[src/rtl/sobel_window_ctrl.sv]
// Frame sequencer for the Sobel datapath: two line buffers feed a 3x3 shift window,
// and each interior window produces one registered, saturated edge magnitude.

module sobel_core #(
  parameter int PW = 8
) (
  input  logic [3*PW-1:0] vector0_i,
  input  logic [3*PW-1:0] vector1_i,
  input  logic [3*PW-1:0] vector2_i,
  output logic [PW-1:0]   mag_o
);
  // Four extra bits hold the +-4*max gradient plus its sign.
  localparam int SW = PW + 4;
  localparam logic [SW-1:0] MAXV = SW'((1 << PW) - 1);

  logic [3*PW-1:0]        vec [3];
  logic signed [SW-1:0]   p [3][3];
  logic signed [SW-1:0]   gx, gy;
  logic [SW-1:0]          ax, ay, sum;

  assign vec[0] = vector0_i;
  assign vec[1] = vector1_i;
  assign vec[2] = vector2_i;

  for (genvar gi = 0; gi < 3; gi++) begin : g_row
    for (genvar gj = 0; gj < 3; gj++) begin : g_col
      assign p[gi][gj] = SW'(vec[gi][gj*PW +: PW]);
    end
  end

  assign gx = (p[0][2] + (p[1][2] <<< 1) + p[2][2]) - (p[0][0] + (p[1][0] <<< 1) + p[2][0]);
  assign gy = (p[2][0] + (p[2][1] <<< 1) + p[2][2]) - (p[0][0] + (p[0][1] <<< 1) + p[0][2]);
  assign ax = gx[SW-1] ? -gx : gx;
  assign ay = gy[SW-1] ? -gy : gy;
  assign sum = ax + ay;
  assign mag_o = (sum > MAXV) ? '1 : sum[PW-1:0];
endmodule

module sobel_window_ctrl #(
  parameter int IMG_W       = 16,
  parameter int IMG_H       = 16,
  parameter int PIXEL_WIDTH = 8
) (
  input  logic                   clk_i,
  input  logic                   nreset_i,
  input  logic                   start_i,
  input  logic [PIXEL_WIDTH-1:0] pix_i,
  input  logic                   pix_valid_i,
  output logic                   pix_ready_o,
  output logic [PIXEL_WIDTH-1:0] sobel_o,
  output logic                   sobel_valid_o,
  input  logic                   sobel_ready_i,
  output logic                   busy_o,
  output logic                   done_o
);
  localparam int PW = PIXEL_WIDTH;
  localparam int CW = $clog2(IMG_W);
  localparam int RW = $clog2(IMG_H);

  typedef enum logic [1:0] {IDLE, RUN, DRAIN} state_t;

  state_t          state_q, state_d;
  logic [CW-1:0]   col_q, col_d;
  logic [RW-1:0]   row_q, row_d;
  logic [PW-1:0]   sobel_q;
  logic            sobel_valid_q;
  logic [PW-1:0]   linebuf0 [IMG_W];
  logic [PW-1:0]   linebuf1 [IMG_W];
  logic [PW-1:0]   win_q [3][3];
  logic [PW-1:0]   win_d [3][3];
  logic [PW-1:0]   core_mag;
  logic            accept, last_col, last_pix, interior;

  assign pix_ready_o   = (state_q == RUN) && (!sobel_valid_q || sobel_ready_i);
  assign accept        = pix_valid_i && pix_ready_o;
  assign last_col      = (col_q == CW'(IMG_W - 1));
  assign last_pix      = last_col && (row_q == RW'(IMG_H - 1));
  // Columns 0 and 1 only prime the window, so no output ever spans two lines.
  assign interior      = (row_q >= RW'(2)) && (col_q >= CW'(2));
  assign sobel_o       = sobel_q;
  assign sobel_valid_o = sobel_valid_q;
  assign busy_o        = (state_q != IDLE);

  always_comb begin
    win_d = win_q;
    for (int r = 0; r < 3; r++) begin
      win_d[r][0] = win_q[r][1];
      win_d[r][1] = win_q[r][2];
    end
    win_d[0][2] = linebuf0[col_q];
    win_d[1][2] = linebuf1[col_q];
    win_d[2][2] = pix_i;
  end

  // The core sees the post-shift window so the result registers on the accept edge.
  sobel_core #(.PW(PW)) u_core (
    .vector0_i ({win_d[0][2], win_d[0][1], win_d[0][0]}),
    .vector1_i ({win_d[1][2], win_d[1][1], win_d[1][0]}),
    .vector2_i ({win_d[2][2], win_d[2][1], win_d[2][0]}),
    .mag_o     (core_mag)
  );

  always_ff @(posedge clk_i) begin
    if (accept) begin
      win_q           <= win_d;
      linebuf0[col_q] <= linebuf1[col_q];
      linebuf1[col_q] <= pix_i;
    end
  end

  always_comb begin
    state_d = state_q;
    col_d   = col_q;
    row_d   = row_q;
    done_o  = 1'b0;
    case (state_q)
      IDLE: begin
        if (start_i) begin
          state_d = RUN;
          col_d   = '0;
          row_d   = '0;
        end
      end
      RUN: begin
        if (accept) begin
          if (last_col) begin
            col_d = '0;
            row_d = row_q + RW'(1);
          end else begin
            col_d = col_q + CW'(1);
          end
          if (last_pix) begin
            state_d = DRAIN;
            row_d   = '0;
          end
        end
      end
      DRAIN: begin
        if (!sobel_valid_q || sobel_ready_i) begin
          state_d = IDLE;
          done_o  = 1'b1;
        end
      end
      default: state_d = IDLE;
    endcase
  end

  always_ff @(posedge clk_i or negedge nreset_i) begin
    if (!nreset_i) begin
      state_q       <= IDLE;
      col_q         <= '0;
      row_q         <= '0;
      sobel_q       <= '0;
      sobel_valid_q <= 1'b0;
    end else begin
      state_q <= state_d;
      col_q   <= col_d;
      row_q   <= row_d;
      if (accept && interior) begin
        sobel_valid_q <= 1'b1;
        sobel_q       <= core_mag;
      end else if (sobel_ready_i) begin
        sobel_valid_q <= 1'b0;
      end
    end
  end
endmodule

[config.mk]
export PLATFORM = sky130hd
export DESIGN_NAME = sobel_window_ctrl
export DESIGN_NICKNAME = d
export VERILOG_FILES = /design/src/rtl/sobel_window_ctrl.sv
export SDC_FILE = /design/constraint.sdc
export NUM_CORES = 1
export LEC_CHECK = 0
export BUFFER_PORTS_ARGS = -buffer_cell sky130_fd_sc_hd__clkbuf_2
export CORE_MARGIN = 8
export CORE_UTILIZATION = 35
export DETAILED_ROUTE_END_ITERATION = 10
export GPL_TIMING_DRIVEN = 0
export PLACE_DENSITY_LB_ADDON = 0.25
export SLEW_MARGIN = 25
export SYNTH_ARGS = -nofsm -noshare
export SYNTH_HDL_FRONTEND = slang
export SYNTH_SLANG_ARGS = --single-unit
[constraint.sdc]
create_clock -name clk_i -period 9.8 [get_ports clk_i]
set_input_delay 0.49 -clock clk_i [delete_from_list [all_inputs] [get_ports clk_i]]
set_output_delay 0.49 -clock clk_i [all_outputs]
set_load 0.01 [all_outputs]
-- Word level (Yosys, flattened, before mapping)
Memory sizes are Yosys's and may differ from the RTL's.
Index checks and enable logic that the tools add are counted.
- reduce and logical (&&, ||, !) cells: 14
- $add $sub $neg: 15
- multiply operators: 0
- equal/unequal tests: 9
- shift-type cells: 0
- bitwise logic cells: 0
- div/mod/pow operators: 0
- $lt $le $gt $ge: 3
- multiplexer cells: 22
- operator list (kind ; count):
    $add A12 B9 Y12 ; 4
    $add A8 B9 Y10 ; 4
    $mux W12 ; 2
    $mux W4 ; 6
    $neg A12 Y12 ; 2
    $sub A12 B12 Y12 ; 2
    $pmux W4 S2 ; 2
    $add A12 B12 Y12 ; 1
    $gt A12 B8 Y1 const B ; 1
    $add A4 B1 Y4 const B ; 2
    $eq A4 B4 Y1 const B ; 2
    $ge A4 B2 Y1 const B ; 2
    $mux W2 ; 4
    $mux W8 ; 1
    $ne A2 B2 Y1 const B ; 4
    $reduce_and A4 Y1 ; 2
    $mux W1 ; 6
    $pmux W2 S3 ; 1
    $reduce_bool A2 Y1 ; 3
    $logic_and A1 B1 Y1 ; 5
    $ne A3 B3 Y1 const B ; 1
    $reduce_and A3 Y1 ; 1
    $eq A2 B1 Y1 const B ; 1
    $eq A2 B2 Y1 const B ; 1
    3 further kinds ; 3
- memories kept: 2
- latch bits: 0
- logic and storage cells: 76
- bits in registers: 67
- bits of input ports: 13
- memory bits (writable): 256
- output and inout port bits: 12
- ROM bits: 0
- memories (name ; depth ; width ; rd ports ; clocked after memory_dff ; write ports ; RTL line ; text):
    linebuf0 ; 16 ; 8 ; 1 ; 0 ; 1 ; 67 ; logic [PW-1:0] linebuf0 [IMG_W];
    linebuf1 ; 16 ; 8 ; 1 ; 0 ; 1 ; 68 ; logic [PW-1:0] linebuf1 [IMG_W];

-- Longest topological paths before layout
Gate-level depths: netlist of run 1.
An unclocked memory read counts as a cell.
- depth after elaboration: 9
- mapped depth: 37
- gate-level depth less buffers: 32

-- Cells and area by module
A second synthesis of run 1 with hierarchy kept.
- cells, all modules: 997
- area total of the unflattened synthesis: 15710.1 µm²
- modules (own cells, without submodules) (module ; times used ; area each (µm²) ; sequential area each (µm²) ; cells each):
    sobel_window_ctrl ; 1 ; 12141.6 ; 9604.2 ; 564
    sobel_core ; 1 ; 3568.4 ; 0.0 ; 433

-- Worst setup path before layout of run 1
Ideal clock, no wire load.
- path kind: reg-to-reg
- start point: register col_q[0]
- end point: register sobel_q[0] (netlist: sobel_o[0])
- data required time: 9.660 ns
- clock period less this slack: 8.802 ns
- slack: 0.998 ns
- setup time: 0.140 ns
- cell stages (with the launch flop): 35
- buffers on the path: 5
- data arrival time: 8.662 ns
- path through: dfrtp_1 > buf_2 > buf_1 > buf_1 > mux4_2 > mux4_2 > ha_1 > a21o_1 > a21oi_1 > nor2b_1 > o21a_1 > or3_1 > nand2_1 > fa_1 > fa_1 > inv_1 > ha_1 > o21a_1 > o21a_1 > o2111ai_1 > and3_1 > clkbuf_1 > o21a_1 > clkbuf_1 > nor2b_1 > xnor2_1 > ha_1 > o21ai_0 > o211ai_1 > a41o_1 > a21o_1 > a21o_1 > a31o_2 > a2111oi_0 > a211oi_1
- cells in the longest elaborated chain, start to end: 9
- elaborated cells between the ends (all ways): 17
- classes of those cells: 8 x add/sub; 2 x order compare; 3 x mux; 2 x reduce/logical; 2 x memory
- ends and longest elaborated chain (what ; RTL line ; text):
    start: declaration ; 63 ; logic [CW-1:0] col_q, col_d;
    start signal: assignment ; 157 ; col_q <= col_d;
    $mem_v2 Z16 W8 * ; -- ;
    named net u_core.vector1_i[16] ; 8 ; input logic [3*PW-1:0] vector1_i,
    $add A8 B9 Y10 * ; 31 ; assign gx = (p[0][2] + (p[1][2] <<< 1) + p[2][2]) - (p[0][0] + (p[1][0] <<< 1) + p[2][0]);
    $add A12 B9 Y12 * ; 31 ;
    $sub A12 B12 Y12 * ; 31 ;
    $neg A12 Y12 ; 33 ; assign ax = gx[SW-1] ? -gx : gx;
    $mux W12 * ; 33 ;
    $add A12 B12 Y12 * ; 35 ; assign sum = ax + ay;
    $gt A12 B8 Y1 ; 36 ; assign mag_o = (sum > MAXV) ? '1 : sum[PW-1:0];
    $mux W8 * ; 36 ;
    end signal: assignment ; 161 ; sobel_q <= core_mag;
    end: declaration ; 65 ; logic [PW-1:0] sobel_q;
Mark *: on every way through the listed nets, which the timed path passes. The rest lies on a longest branch.
A chain may end at the register's enable or synchronous reset.

-- Worst setup path in the final report of run 1
- start point: register col_q[0]
- end point: register sobel_q[1] (netlist: sobel_o[1])
The elaborated chain is that of the path after synthesis.

==> results of run 1 <==
[per-layer routing]
layer	part of all wire, %	track usage (%)	vias up
met5	0	0	-
met4	2.3	3.66	0
met3	3.9	2.32	62
met2	50	23.9	169
met1	44	17.7	4651
li1	-	-	4236
[per-stage QoR]
step	std cells	cell area (um2)	util [%]
global route	1771	18700	40.5
detailed placement	1704	17500	37.8
finish	1772	18700	40.5
global placement	1689	17200	37.1
CTS	1770	18700	40.4
floorplan	1058	16300	-
[registers in the layout (all words and copies together) (netlist names)]
register       count
state_q            2
sobel_valid_o      1
win_d             48
linebuf1         128
row_q              4
linebuf0         128
col_q              4
sobel_o            8
[critical path, delay by kind of cell, from the launching register on]
family          cells  cell delay (ns)
compound gates     14             3.03
fa+ha+maj           5             2.06
buf+inv             5             1.32
mux                 2             1.25
simple gates        5             0.89
flops               1             0.40
xor+xnor            1             0.08
[path summary, 6_finish.rpt]
check,startpoint,endpoint,cells after the start
worst max-delay path,col_q[0],sobel_o[1],32
worst min-delay path,start_i,col_q[2],2
worst max register to register,col_q[0],sobel_o[1],32
worst min register to register,win_d[38],win_d[46],0
max in group asynchronous,nreset_i,row_q[3],2
min in group asynchronous,nreset_i,row_q[2],2
[cell usage after synthesis (17+ instances only)]
library cell	count	area share [%]
xnor2_1	38	2.0
edfxtp_1	304	56
mux4_2	78	11
fa_1	37	4.6
inv_1	96	2.2
ha_1	77	5.9
nand2_1	33	0.76
nor2_1	62	1.4
o21ai_0	30	0.92
a21oi_1	39	1.2
clkbuf_1	17	0.39
dfrtp_1	19	2.9
xor2_1	24	1.3
[cell usage in the layout, fill, tap and decap left out, types with 5 or more instances in the layout]
cell type	instances
a21o_1	16
nor2_4	12
clkinv_2	5
clkbuf_16	37
ha_1	77
buf_4	10
nand3_1	10
nand2_1	33
xnor2_1	38
nand2b_1	9
dfrtp_1	19
clkbuf_2	33
a2111oi_0	12
a21oi_1	39
inv_1	95
a211oi_1	12
o21bai_1	10
and3_1	5
o21a_1	8
nor3_2	5
xor2_1	24
clkinv_1	7
mux4_2	78
o21ai_0	30
clkbuf_1	13
nor3_1	8
nor2b_1	16
fa_1	37
nor2_1	50
edfxtp_1	304
[kinds of logic (layout without fill, tap and decap cells)]
kind of cell	after synthesis	count (layout)	share of synthesized area (%)
flip-flops	323	323	59.0
AND/OR/NAND/NOR	186	186	5.98
AO/OA/AOI/OAI	167	167	6.96
buffers and inverters	124	230	2.96
adder cells (fa/ha/maj)	114	114	10.5
multiplexers	81	81	11.2
XOR/XNOR	63	63	3.44
other	0	1	0
[final cells by class]
cell class,instances,area (um2),area share [%]
Antenna cell,1,2.50,0.0134
Buffer,27,146,0.782
Clock buffer,43,948,5.06
Clock inverter,22,248,1.32
Inverter,96,363,1.94
Multi-Input combinational cell,611,6320,33.7
Sequential cell,323,9600,51.3
Tap cell,607,759,4.06
Timing Repair Buffer,42,337,1.80
[timing repair]
item	in CTS	in global routing
setup buffers	0	2
setup endpoints to repair	8	8
gates resized for setup	13	7
hold endpoints to repair	19	0
hold buffers	1	0
==> flow_summary.ini, run 1 <==
[min_path]
hold_path.class = input port to flop

[global_route]
grt_max_degree = 55
antenna_found_initial = 0
gr-total-overflow = 0
grt_pass1_wl_um = 56300
grt_use_total_pct = 13.8
grt_pass1_vias = 9384

[floorplan]
io_pins = 25
core_area_um2 = 46300
num_rows = 79
die_area_um2 = 53700
dieHeight_um = 232
die_x_um = 232
initial_core_util_pct = 35.2

[cells_and_area]
layout-drive-gt1-share_pct = 18.8
n_fill_cell = 4213
syn_to_final_growth_pct = 15.1
nNetsFinal = 1264

[setup_path]
cp_data_required_time_ns = 10.19
cp_slowest_cell = mux4_2
crit_type = flop to flop
max_stage_delay_ns = 0.65
cp.arrival_ns = 9.61
cpMostUsedCell = o21a_1
cp_max_fo = 18
cp-start-kind = flop
endpoint_kind = flop
r2r_setup_slack_ns = 0.58

[yosys]
ys_seq_area_share_pct = 59.0
ys_ff_latch = 323
ys_warn_count = 0
async_flop_share_pct = 5.88
syn_nets = 1185
synth.distinct_cells = 66
synth_area_per_cell_um2 = 15.4
synth_edf_count = 304
synthesis.area_um2 = 16300
syn_inst = 1058
synth_ff_type = edfxtp_1

[timing]
post-route-period-util_pct = 94.1
grt_setup_unrepaired = false
fmax_mhz = 108
slew_headroom_pct = 46.9
tightest_slew_ns = 0.792
setup_viol = 0
setup_tns_ns = 0
hold_viol_final = 0
clock_skew_ns = 0.0269
maxSlewViolCount = 0
post-route-worst-setup-slack_ns = 0.576
fin_crit_ns = 9.22
hold_ws_ns = 0.163

[placed_design]
hpwl_um = 25800
place_ws_ns = -0.722
portBuffers = 24
gp_congestion = 0.805

[clock_network]
numClockSinks = 323
clockBufferDepth = 3
cts.clk_slew.worst_paths_ns = 0.06
clock-root-buffer = clkbuf_16
h-tree-depth = 2
cts_tree = built
numCtsBuffers = 36
clkLatencyLatePin_ns = 0.54

[detailed_routing]
wl_um = 37000
drtPass1Iterations = 5
postRouteAntennaNets = 0
drc = 0
drt-initial-drc-count = 646
viasPerCell = 5.15
num_vias = 9118
wl_per_cell_um = 20.9

[status]
status = finished clean

[job]
maxCapViolations = 0
Power of run 1 is not shown: default switching activity piles up to over one toggle a cycle in this logic, so the estimate is an artifact.
==> run 2, diff against run 1 <==
--- a/config.mk
+++ b/config.mk
@@ -11,6 +11,7 @@
 export DETAILED_ROUTE_END_ITERATION = 10
 export GPL_TIMING_DRIVEN = 0
 export PLACE_DENSITY_LB_ADDON = 0.25
+export REMOVE_ABC_BUFFERS = 1
 export SLEW_MARGIN = 25
 export SYNTH_ARGS = -nofsm -noshare
 export SYNTH_HDL_FRONTEND = slang
==> run 2 against run 1 <==
  * Largest cell class unchanged
  * Register-to-register slack better by 0.25 ns
  * Hold slack lost 0.00071 ns
  * Global-route usage shrank 0.67 points
  * Routed wire length fell by 6.1%
  * First-iteration DRC count down 13%
  * Via count is 2.3% lower
==> flow_summary.ini, run 2 (synthesis gave the netlist of run 1 again) <==
[global_route]
grt_pass1_wl_um = 54200
grt_pass1_vias = 9370
gr-total-overflow = 0
grt_max_degree = 55
antenna_found_initial = 2
grt_use_total_pct = 13.1

[cells_and_area]
final_cell_mix = 304 x edfxtp_1, 95 x inv_1, 78 x mux4_2
syn_to_final_growth_pct = 15.2
final_common_cell = edfxtp_1
layout-drive-gt1-share_pct = 18.3
nNetsFinal = 1246

[min_path]
worstHoldStart = start_i
hold_depth = 2
min_to = col_q[2]
hold_path.class = input port to flop

[clock_network]
clockBufferDepth = 3
h-tree-depth = 2
cts_tree = built
numClockSinks = 323
cts_setup_buffers = 0
clock-root-buffer = clkbuf_16
clkLatencyLatePin_ns = 0.53
cts.clk_slew.worst_paths_ns = 0.06
numCtsBuffers = 37

[setup_path]
r2r_setup_slack_ns = 0.83
cp-start-kind = flop
cp.arrival_ns = 9.35
cp_max_fo = 41
max_stage_delay_ns = 0.74
r2r_end = sobel_o[2]
cpMostUsedCell = o21a_1
cp_data_required_time_ns = 10.18
cp_slowest_cell = dfrtp_4
crit_type = flop to flop
endpoint_kind = flop
reg2reg_from = col_q[1]
r2r_cells = 29

[status]
status = finished clean

[floorplan]
initial_core_util_pct = 35.2
io_pins = 25
dieHeight_um = 232
core_area_um2 = 46300
num_rows = 79
die_area_um2 = 53700
die_x_um = 232

[timing]
setup_viol = 0
fin_crit_ns = 8.97
hold_viol_final = 0
post-route-worst-setup-slack_ns = 0.830
grt_setup_unrepaired = false
slew_headroom_pct = 49.4
maxSlewViolCount = 0
clock_skew_ns = 0.0123
tightest_slew_ns = 0.755
post-route-period-util_pct = 91.5
fmax_mhz = 111

[placed_design]
gp_congestion = 0.790
hpwl_um = 23300
portBuffers = 24
place_ws_ns = 0.796

[detailed_routing]
wl_per_cell_um = 19.8
postRouteAntennaNets = 0
viasPerCell = 5.08
num_vias = 8904
drc = 0
wl_um = 34700
drt-initial-drc-count = 565
drtPass1Iterations = 5

[job]
maxCapViolations = 0
[run 2: cell count changes in the layout (fill, tap and decap cells not counted), sizes merged]
cell,change
buf,-2
bufinv,-3
clkbuf,-11
clkinv,-2
clkinvlp,-3
inv,+2
[run 2: final cells by class]
cell class | count | area [um2]
sequential | 323 | 9610
fill | 4246 | 27500
multi-input combinational | 611 | 6310
antenna | 1 | 2.50
clock inverter | 16 | 106
clock buffer | 49 | 1020
tap | 607 | 759
inverter | 96 | 363
timing repair buffer | 50 | 581
[run 2: repair_timing]
item                                   4_1_cts  5_1_grt
resized for setup                            0        0
endpoints found under the hold margin       19        0
hold buffers                                 1        0
[run 2: worst max-delay path, delay by kind of cell (launching register included)]
family | cells | cell delay, ns
compound gates | 16 | 3.95
buf+inv | 2 | 0.34
mux | 2 | 1.03
simple gates | 4 | 0.73
flops | 1 | 0.74
fa+ha+maj | 5 | 1.99
[run 2: how the worst max path moves through the flow]
stage,start,to,slack (ns),cells after the start
CTS,col_q[1],sobel_o[4],0.75,29
finish,col_q[1],sobel_o[2],0.83,29
global placement,col_q[0],sobel_o[6],-2.02,28
global route,col_q[1],sobel_o[3],0.20,30
detailed placement,col_q[1],sobel_o[4],0.80,29
floorplan,col_q[0],sobel_o[0],0.11,29
[run 2: routing by layer]
metal  up-vias  wire length [um]  part of all wire (%)  track usage, %
met5         -                 0                     0               0
li1       4193                 -                     -               -
met3        53              1100                   3.2            1.93
met4         0               801                   2.3            4.13
met2       133             17100                    49            22.5
met1      4525             15700                    45            17.0
[run 2: per-stage QoR]
stage               setup TNS, ns  hold WS (ns)  instance area, um2  instances  util [%]
CTS                             0         0.129               18800       1752      40.5
global placement           -16.03         0.400               17000       1661      36.8
floorplan                       0         0.194               16200       1030         -
global route                    0         0.165               18800       1752      40.5
finish                          0         0.162               18800       1753      40.5
detailed placement              0         0.405               17600       1686      38.1
Power of run 2 is left out for the same reason.
